<file path="config.mk">
export PLATFORM = sky130hd
export DESIGN_NAME = secure_regfile_flat
export DESIGN_NICKNAME = d
export VERILOG_FILES = /design/src/rtl/secure_regfile_pkg.sv /design/src/rtl/secure_regfile_if.sv /design/src/rtl/secure_regfile_zeroize_fsm.sv /design/src/rtl/secure_regfile.sv /design/src/flat_wrapper.sv
export SDC_FILE = /design/constraint.sdc
export NUM_CORES = 2
export LEC_CHECK = 0
export BUFFER_PORTS_ARGS = -buffer_cell sky130_fd_sc_hd__buf_2
export CORE_MARGIN = 3
export CORE_UTILIZATION = 40
export CTS_BUF_LIST = sky130_fd_sc_hd__clkbuf_16
export DETAILED_ROUTE_END_ITERATION = 12
export PLACE_DENSITY = 0.63
export SYNTH_ARGS = -nofsm -noshare
export SYNTH_HDL_FRONTEND = slang
export SYNTH_SLANG_ARGS = --single-unit
export TNS_END_PERCENT = 30
</file>
<file path="constraint.sdc">
create_clock -name dpclk -period 4.17 [get_ports dpclk]
set_input_delay 1.0425 -clock dpclk [delete_from_list [all_inputs] [get_ports dpclk]]
set_output_delay 1.0425 -clock dpclk [all_outputs]
set_load 0.02 [all_outputs]
</file>
<file path="src/rtl/secure_regfile_pkg.sv">
// rtl/secure_regfile_pkg.sv - shared types, defaults and slice helper for secure_regfile
package secure_regfile_pkg;

    localparam int DEF_DATA_W = 32;
    localparam int DEF_ADDR_W = 5;

    typedef enum logic [1:0] {
        IDLE = 2'd0,
        WIPE = 2'd1,
        DONE = 2'd2
    } state_t;

    function automatic int rd_off(input int k, input int w);
        return k * w;
    endfunction

endpackage

</file>
<file path="src/rtl/secure_regfile_if.sv">
// rtl/secure_regfile_if.sv - read/write/zeroize bus for secure_regfile
interface secure_regfile_if #(
    parameter int DATA_W = 32,
    parameter int ADDR_W = 5,
    parameter int NUM_RD = 2
);
    logic [NUM_RD-1:0]        rd_en;
    logic [NUM_RD*ADDR_W-1:0] rd_sel;
    logic [NUM_RD*DATA_W-1:0] rd_data;
    logic                     wr_en;
    logic [ADDR_W-1:0]        wr_sel;
    logic [DATA_W-1:0]        wr_data;
    logic [DATA_W-1:0]        dest_data;
    logic                     zeroize_req;
    logic                     zeroize_busy;
    logic                     zeroize_done;
    logic [NUM_RD-1:0]        parity_err;

    modport master (
        output rd_en, rd_sel, wr_en, wr_sel, wr_data, zeroize_req,
        input  rd_data, dest_data, zeroize_busy, zeroize_done, parity_err
    );

    modport slave (
        input  rd_en, rd_sel, wr_en, wr_sel, wr_data, zeroize_req,
        output rd_data, dest_data, zeroize_busy, zeroize_done, parity_err
    );
endinterface

</file>
<file path="src/rtl/secure_regfile_zeroize_fsm.sv">
// rtl/secure_regfile_zeroize_fsm.sv - sequential wipe sequencer, IDLE -> WIPE (DEPTH cycles) -> DONE
module regfile_zeroize_fsm
    import secure_regfile_pkg::*;
#(
    parameter int ADDR_W = DEF_ADDR_W
) (
    input  logic              dpclk,
    input  logic              rst,
    input  logic              req,
    output logic              wipe_en,
    output logic [ADDR_W-1:0] wipe_addr,
    output logic              busy,
    output logic              done
);
    state_t            state, next_state;
    logic [ADDR_W-1:0] cnt, cnt_next;

    // busy/done are registered from next_state so they line up with the state register
    always_ff @(posedge dpclk or negedge rst) begin
        if (!rst) begin
            state <= IDLE;
            cnt   <= '0;
            busy  <= 1'b0;
            done  <= 1'b0;
        end else begin
            state <= next_state;
            cnt   <= cnt_next;
            busy  <= (next_state != IDLE);
            done  <= (next_state == DONE);
        end
    end

    always_comb begin
        next_state = state;
        cnt_next   = cnt;
        case (state)
            IDLE: begin
                if (req) begin
                    next_state = WIPE;
                    cnt_next   = '0;
                end
            end
            WIPE: begin
                if (cnt == '1) next_state = DONE;
                else           cnt_next   = cnt + 1'b1;
            end
            DONE:    next_state = IDLE;
            default: next_state = IDLE;
        endcase
    end

    assign wipe_en   = (state == WIPE);
    assign wipe_addr = cnt;

endmodule

</file>
<file path="src/rtl/secure_regfile.sv">
// rtl/secure_regfile.sv - multi-port register file with bypass, hardwired r0, zeroize; optional parity via REGFILE_PARITY_EN
module secure_regfile
    import secure_regfile_pkg::*;
#(
    parameter int DATA_W    = DEF_DATA_W,
    parameter int ADDR_W    = DEF_ADDR_W,
    parameter int NUM_RD    = 2,
    parameter int ZERO_REG0 = 1
) (
    input  logic             dpclk,
    input  logic             rst,
    secure_regfile_if.slave  bus
);
    localparam int DEPTH = 1 << ADDR_W;

    logic [DATA_W-1:0] mem [DEPTH];
    logic [DATA_W-1:0] rd_q   [NUM_RD];
    logic [DATA_W-1:0] rd_nxt [NUM_RD];
    logic [ADDR_W-1:0] rd_addr [NUM_RD];
    logic [NUM_RD-1:0] rd_live, rd_byp;
    logic              wipe_en, busy, done, wr_ok;
    logic [ADDR_W-1:0] wipe_addr;

    function automatic logic is_zero_reg(input logic [ADDR_W-1:0] a);
        return (ZERO_REG0 != 0) && (a == '0);
    endfunction

    regfile_zeroize_fsm #(.ADDR_W(ADDR_W)) u_zeroize (
        .dpclk     (dpclk),
        .rst       (rst),
        .req       (bus.zeroize_req),
        .wipe_en   (wipe_en),
        .wipe_addr (wipe_addr),
        .busy      (busy),
        .done      (done)
    );

    assign bus.zeroize_busy = busy;
    assign bus.zeroize_done = done;
    // busy is low exactly when the sequencer sits in IDLE
    assign wr_ok = bus.wr_en && !busy && !is_zero_reg(bus.wr_sel);

    always_ff @(posedge dpclk or negedge rst) begin
        if (!rst) begin
            for (int i = 0; i < DEPTH; i++) mem[i] <= '0;
        end else if (wipe_en) begin
            mem[wipe_addr] <= '0;
        end else if (wr_ok) begin
            mem[bus.wr_sel] <= bus.wr_data;
        end
    end

    always_comb begin
        rd_addr = '{default: '0};
        rd_nxt  = '{default: '0};
        rd_live = '0;
        rd_byp  = '0;
        for (int k = 0; k < NUM_RD; k++) begin
            rd_addr[k] = bus.rd_sel[rd_off(k, ADDR_W) +: ADDR_W];
            rd_live[k] = bus.rd_en[k] && !busy && !is_zero_reg(rd_addr[k]);
            rd_byp[k]  = bus.wr_en && (bus.wr_sel == rd_addr[k]);
            if (rd_live[k]) rd_nxt[k] = rd_byp[k] ? bus.wr_data : mem[rd_addr[k]];
        end
    end

    always_ff @(posedge dpclk or negedge rst) begin
        if (!rst) begin
            for (int k = 0; k < NUM_RD; k++) rd_q[k] <= '0;
        end else begin
            for (int k = 0; k < NUM_RD; k++) rd_q[k] <= rd_nxt[k];
        end
    end

    always_comb begin
        bus.rd_data = '0;
        for (int k = 0; k < NUM_RD; k++) bus.rd_data[rd_off(k, DATA_W) +: DATA_W] = rd_q[k];
    end

    assign bus.dest_data = is_zero_reg(bus.wr_sel) ? '0 : mem[bus.wr_sel];

`ifdef REGFILE_PARITY_EN
    logic [DEPTH-1:0]  par;
    logic [NUM_RD-1:0] perr_nxt, perr_q;

    always_ff @(posedge dpclk or negedge rst) begin
        if (!rst) begin
            par <= '0;
        end else if (wipe_en) begin
            par[wipe_addr] <= 1'b0;
        end else if (wr_ok) begin
            par[bus.wr_sel] <= ^bus.wr_data;
        end
    end

    // bypassed data never touched storage, so it cannot carry a storage error
    always_comb begin
        perr_nxt = '0;
        for (int k = 0; k < NUM_RD; k++)
            perr_nxt[k] = rd_live[k] && !rd_byp[k] && ((^mem[rd_addr[k]]) != par[rd_addr[k]]);
    end

    always_ff @(posedge dpclk or negedge rst) begin
        if (!rst) perr_q <= '0;
        else      perr_q <= perr_nxt;
    end

    assign bus.parity_err = perr_q;
`else
    assign bus.parity_err = '0;
`endif

endmodule

</file>
<file path="src/flat_wrapper.sv">
// flat-port wrapper written by rule: the top's interface ports become plain ports
module secure_regfile_flat import secure_regfile_pkg::*;
#(
    parameter int DATA_W    = DEF_DATA_W,
    parameter int ADDR_W    = DEF_ADDR_W,
    parameter int NUM_RD    = 2,
    parameter int ZERO_REG0 = 1
)
  (dpclk, rst, bus_rd_en, bus_rd_sel, bus_wr_en, bus_wr_sel, bus_wr_data, bus_zeroize_req, bus_rd_data, bus_dest_data, bus_zeroize_busy, bus_zeroize_done, bus_parity_err);
  secure_regfile_if #(.DATA_W(DATA_W), .ADDR_W(ADDR_W), .NUM_RD(NUM_RD)) bus_i ();
  input  logic dpclk;
  input  logic rst;
  input wire logic [$bits(bus_i.rd_en)-1:0] bus_rd_en;
  input wire logic [$bits(bus_i.rd_sel)-1:0] bus_rd_sel;
  input wire logic [$bits(bus_i.wr_en)-1:0] bus_wr_en;
  input wire logic [$bits(bus_i.wr_sel)-1:0] bus_wr_sel;
  input wire logic [$bits(bus_i.wr_data)-1:0] bus_wr_data;
  input wire logic [$bits(bus_i.zeroize_req)-1:0] bus_zeroize_req;
  output wire logic [$bits(bus_i.rd_data)-1:0] bus_rd_data;
  output wire logic [$bits(bus_i.dest_data)-1:0] bus_dest_data;
  output wire logic [$bits(bus_i.zeroize_busy)-1:0] bus_zeroize_busy;
  output wire logic [$bits(bus_i.zeroize_done)-1:0] bus_zeroize_done;
  output wire logic [$bits(bus_i.parity_err)-1:0] bus_parity_err;
  assign bus_i.rd_en = bus_rd_en;
  assign bus_i.rd_sel = bus_rd_sel;
  assign bus_i.wr_en = bus_wr_en;
  assign bus_i.wr_sel = bus_wr_sel;
  assign bus_i.wr_data = bus_wr_data;
  assign bus_i.zeroize_req = bus_zeroize_req;
  assign bus_rd_data = bus_i.rd_data;
  assign bus_dest_data = bus_i.dest_data;
  assign bus_zeroize_busy = bus_i.zeroize_busy;
  assign bus_zeroize_done = bus_i.zeroize_done;
  assign bus_parity_err = bus_i.parity_err;
  secure_regfile #(.DATA_W(DATA_W), .ADDR_W(ADDR_W), .NUM_RD(NUM_RD), .ZERO_REG0(ZERO_REG0)) u_core (.dpclk(dpclk), .rst(rst), .bus(bus_i));
endmodule
</file>
==> results.sh <==
export IMPL_rsz0062_at_grt="yes"
export IMPL_die_h_um=404
export IMPL_crit_path_end_kind="output port"
export IMPL_area_growth_pct=14.8
export IMPL_drt_total_wl_um=296000
export IMPL_htreeDepth=3
export IMPL_cts_buffer_depth=3
export IMPL_cts_setup_buffers=0
export IMPL_tns_ns=0
export IMPL_async_flop_share=1.00
export IMPL_fin_skew_ns=0.0294
export IMPL_critical_path_top_delay_family="buffers and inverters"
export IMPL_hold_class="in -> async"
export IMPL_start_util=0.404
export IMPL_io_buffers=150
export IMPL_final_nets=4815
export IMPL_grt_max_degree=138
export IMPL_worst_slack_ns=0.0233
export IMPL_cts_root_buf="clkbuf_16"
export IMPL_timing_final_crit_share=0.994
export IMPL_worstPathRequired_ns=3.13
export IMPL_holdWs_ns=0.222
export IMPL_crit_chain="buf_2 > and3b_4 > buf_12 > a22o_1 > a221oi_1 > buf_4 > a31oi_1 > buf_2"
export IMPL_clock_sink_count=1097
export IMPL_syn_area_um2=63300
export IMPL_first_iter_violations=9513
export IMPL_critical_path_class="in -> out"
export IMPL_gp_congestion=0.957
export IMPL_grt_pass1_vias=52500
export IMPL_fmaxAchievable_mhz=241
export IMPL_wl_per_cell_um=42.6
export IMPL_synth_edf_count=0
export IMPL_dpl_worst_slack_ns=-0.107
export IMPL_drc=0
export IMPL_slowest_delay_ns=0.44
export IMPL_syn_area_per_cell_um2=13.3
export IMPL_setup_violations=0
export IMPL_die_x_um=404
export IMPL_crit_path_top_delay_cell="and3b_4"
export IMPL_antenna_found_initial=45
export IMPL_clkLatencyLatePin_ns=0.77
export IMPL_final_min_clock_period_ns=4.15
export IMPL_grt_use_total=0.357
export IMPL_postCtsHoldBufs=0
export IMPL_outcome="finished, violations left"
export IMPL_hold_viol=0
export IMPL_cp_arrival_ns=3.10
export IMPL_p_per_area_nw_per_um2=379
export IMPL_dieArea_um2=163000
export IMPL_io_pins=153
export IMPL_netlist_instances=4771
export IMPL_drive_gt1_frac=0.323
export IMPL_critPathLaunchType="primary input"
export IMPL_rows=145
export IMPL_clk_pin_slew_ns=0.06
export IMPL_dp_hpwl_um=176000
export IMPL_synth_distinct_cells=57
export IMPL_first_pass_iters=8
export IMPL_ys_flop_type="dfrtp_1"
export IMPL_fillers=13800
export IMPL_cap_violations=1
export IMPL_max_slew_worst_pin_slew_ns=1.52
export IMPL_maxSlewHeadroom=-0.0133
export IMPL_numCtsBuffers=116
export IMPL_vias_per_cell=7.84
export IMPL_crit_fanout=12
export IMPL_crit_path_frequent_cell="buf_2"
export IMPL_synth_warning_count=0
export IMPL_finalInstanceArea_um2=72700
export IMPL_grt_overflow=0
export IMPL_violations="max-capacitance violations, max-slew violations"
export IMPL_slew_viol_final=16
export IMPL_vias=54500
export IMPL_antenna_left=0
export IMPL_cts_tree="built"
export IMPL_grt_pass1_wl_um=415000
export IMPL_leakage_nw=31.4
export IMPL_core_area_um2=157000
export IMPL_place_area_um2=68600
export IMPL_ys_ff_latch=1097
export IMPL_max_vdd_ir_drop_uv=341
export IMPL_cp_num_buf_inv=4
export IMPL_ys_seq_area_frac=0.434
final cells by class:
cell class                      instances  area [um2]  area share
Multi-Input combinational cell       2984       33600       0.462
Sequential cell                      1097       27500       0.378
Timing Repair Buffer                  516        4900      0.0675
Clock buffer                          119        2980      0.0410
Tap cell                             2058        2570      0.0354
Clock inverter                        100         943      0.0130
Inverter                               42         158     0.00217
Antenna cell                           34        85.1     0.00117
path summary, 6_finish.rpt:
check	startpoint	slack, ns	cells after the start	endpoint
max in group asynchronous	rst	2.69	2	u_core.mem[828]
min in group dpclk	bus_zeroize_req	0.50	2	u_core.u_zeroize.wipe_addr[3]
worst min register to register	u_core.mem[1006]	0.54	1	u_core.mem[1006]
worst max register to register	u_core.u_zeroize.state[1]	0.73	5	u_core.mem[567]
worst min-delay path	rst	0.22	1	u_core.bus.rd_data[37]
worst max-delay path	bus_wr_sel[4]	0.02	8	bus_dest_data[28]
worst register-to-register path: stages (launching register included):
cell      delay [ns]
dfrtp_1         0.49
nand2b_1        0.33
nand3b_1        0.48
nor2_4          1.14
buf_4           0.66
a22o_1          0.26
logic make-up (layout without fill, tap and decap cells):
family,Yosys count,in the layout,share of synthesized area
AO/OA/AOI/OAI,1641,1641,0.211
XOR/XNOR,11,11,0.00152
adder cells (fa/ha/maj),5,5,0.000988
buffers and inverters,691,777,0.0472
flip-flops,1097,1097,0.434
multiplexers,957,957,0.276
other,1,36,0.0000593
AND/OR/NAND/NOR,368,368,0.0303
report_power, final:
part	internal, mW	leakage (nW)	switching, mW
sequential	11.0	15.3	0.461
combinational	1.64	14.1	3.48
clock	6.22	1.98	4.75
total	18.9	31.4	8.69
cells in the final DEF, fill, tap and decap left out, drive strengths merged, types with 23 or more instances in the layout:
cell / netlist / final
a22o: 1057 / 1057
clkinv: 0 / 56
o211ai: 23 / 23
nor2: 62 / 62
o21ai: 56 / 56
clkbuf: 371 / 120
mux2i: 188 / 188
o2111ai: 26 / 26
nand2: 109 / 109
a22oi: 158 / 158
nand3: 33 / 33
a31oi: 32 / 32
diode: 0 / 34
mux4: 613 / 613
dfrtp: 1097 / 1097
a21oi: 74 / 74
a211oi: 44 / 44
nor3: 34 / 34
inv: 42 / 63
a221oi: 68 / 68
nor2b: 45 / 45
o31ai: 25 / 25
buf: 278 / 515
mux2: 156 / 156
o22ai: 69 / 69
and2: 41 / 41
repair_timing:
action,4_1_cts,5_1_grt
gates resized for setup,4,9
pin swaps,0,1
gates cloned,0,1
endpoints found under the setup margin,17,14
stage by stage:
stage | power [mW] | util | cells
3_5_place_dp | 16.5 | 0.437 | 6696
6_report | 27.6 | 0.464 | 6950
3_3_place_gp | 16.4 | 0.437 | 6696
4_1_cts | 27.3 | 0.463 | 6915
5_1_grt | 28.1 | 0.463 | 6928
2_1_floorplan | 13.9 | - | 4772
cell usage after synthesis (all sizes together) (10+ instances only):
library cell,count,area [um2]
dfrtp,1097,27500
a22o,1057,9260
mux4,613,13800
clkbuf,371,1390
buf,278,1440
mux2i,188,1880
a22oi,158,1190
mux2,156,1760
nand2,109,409
a21oi,74,370
o22ai,69,432
a221oi,68,596
nor2,62,253
o21ai,56,280
nor2b,45,282
a211oi,44,330
inv,42,158
and2,41,257
nor3,34,180
nand3,33,170
a31oi,32,200
o2111ai,26,234
o31ai,25,188
o211ai,23,173
xnor2,10,87.6
state kept, by name (all words and copies together) (netlist names):
signal                      flops
u_core.u_zeroize.done           1
u_core.u_zeroize.wipe_addr      5
u_core.mem                   1024
u_core.u_zeroize.state          2
u_core.bus.rd_data             64
u_core.u_zeroize.busy           1
per-layer routing:
metal / vias to the layer above / GRT usage / part of all wire
li1: 19500 / - / -
met1: 27800 / 0.447 / 0.35
met2: 5706 / 0.475 / 0.40
met3: 1511 / 0.171 / 0.16
met4: 36 / 0.256 / 0.088
met5: - / 0.0235 / 0.0014
Note: power is estimated with default switching activity, not from simulation.
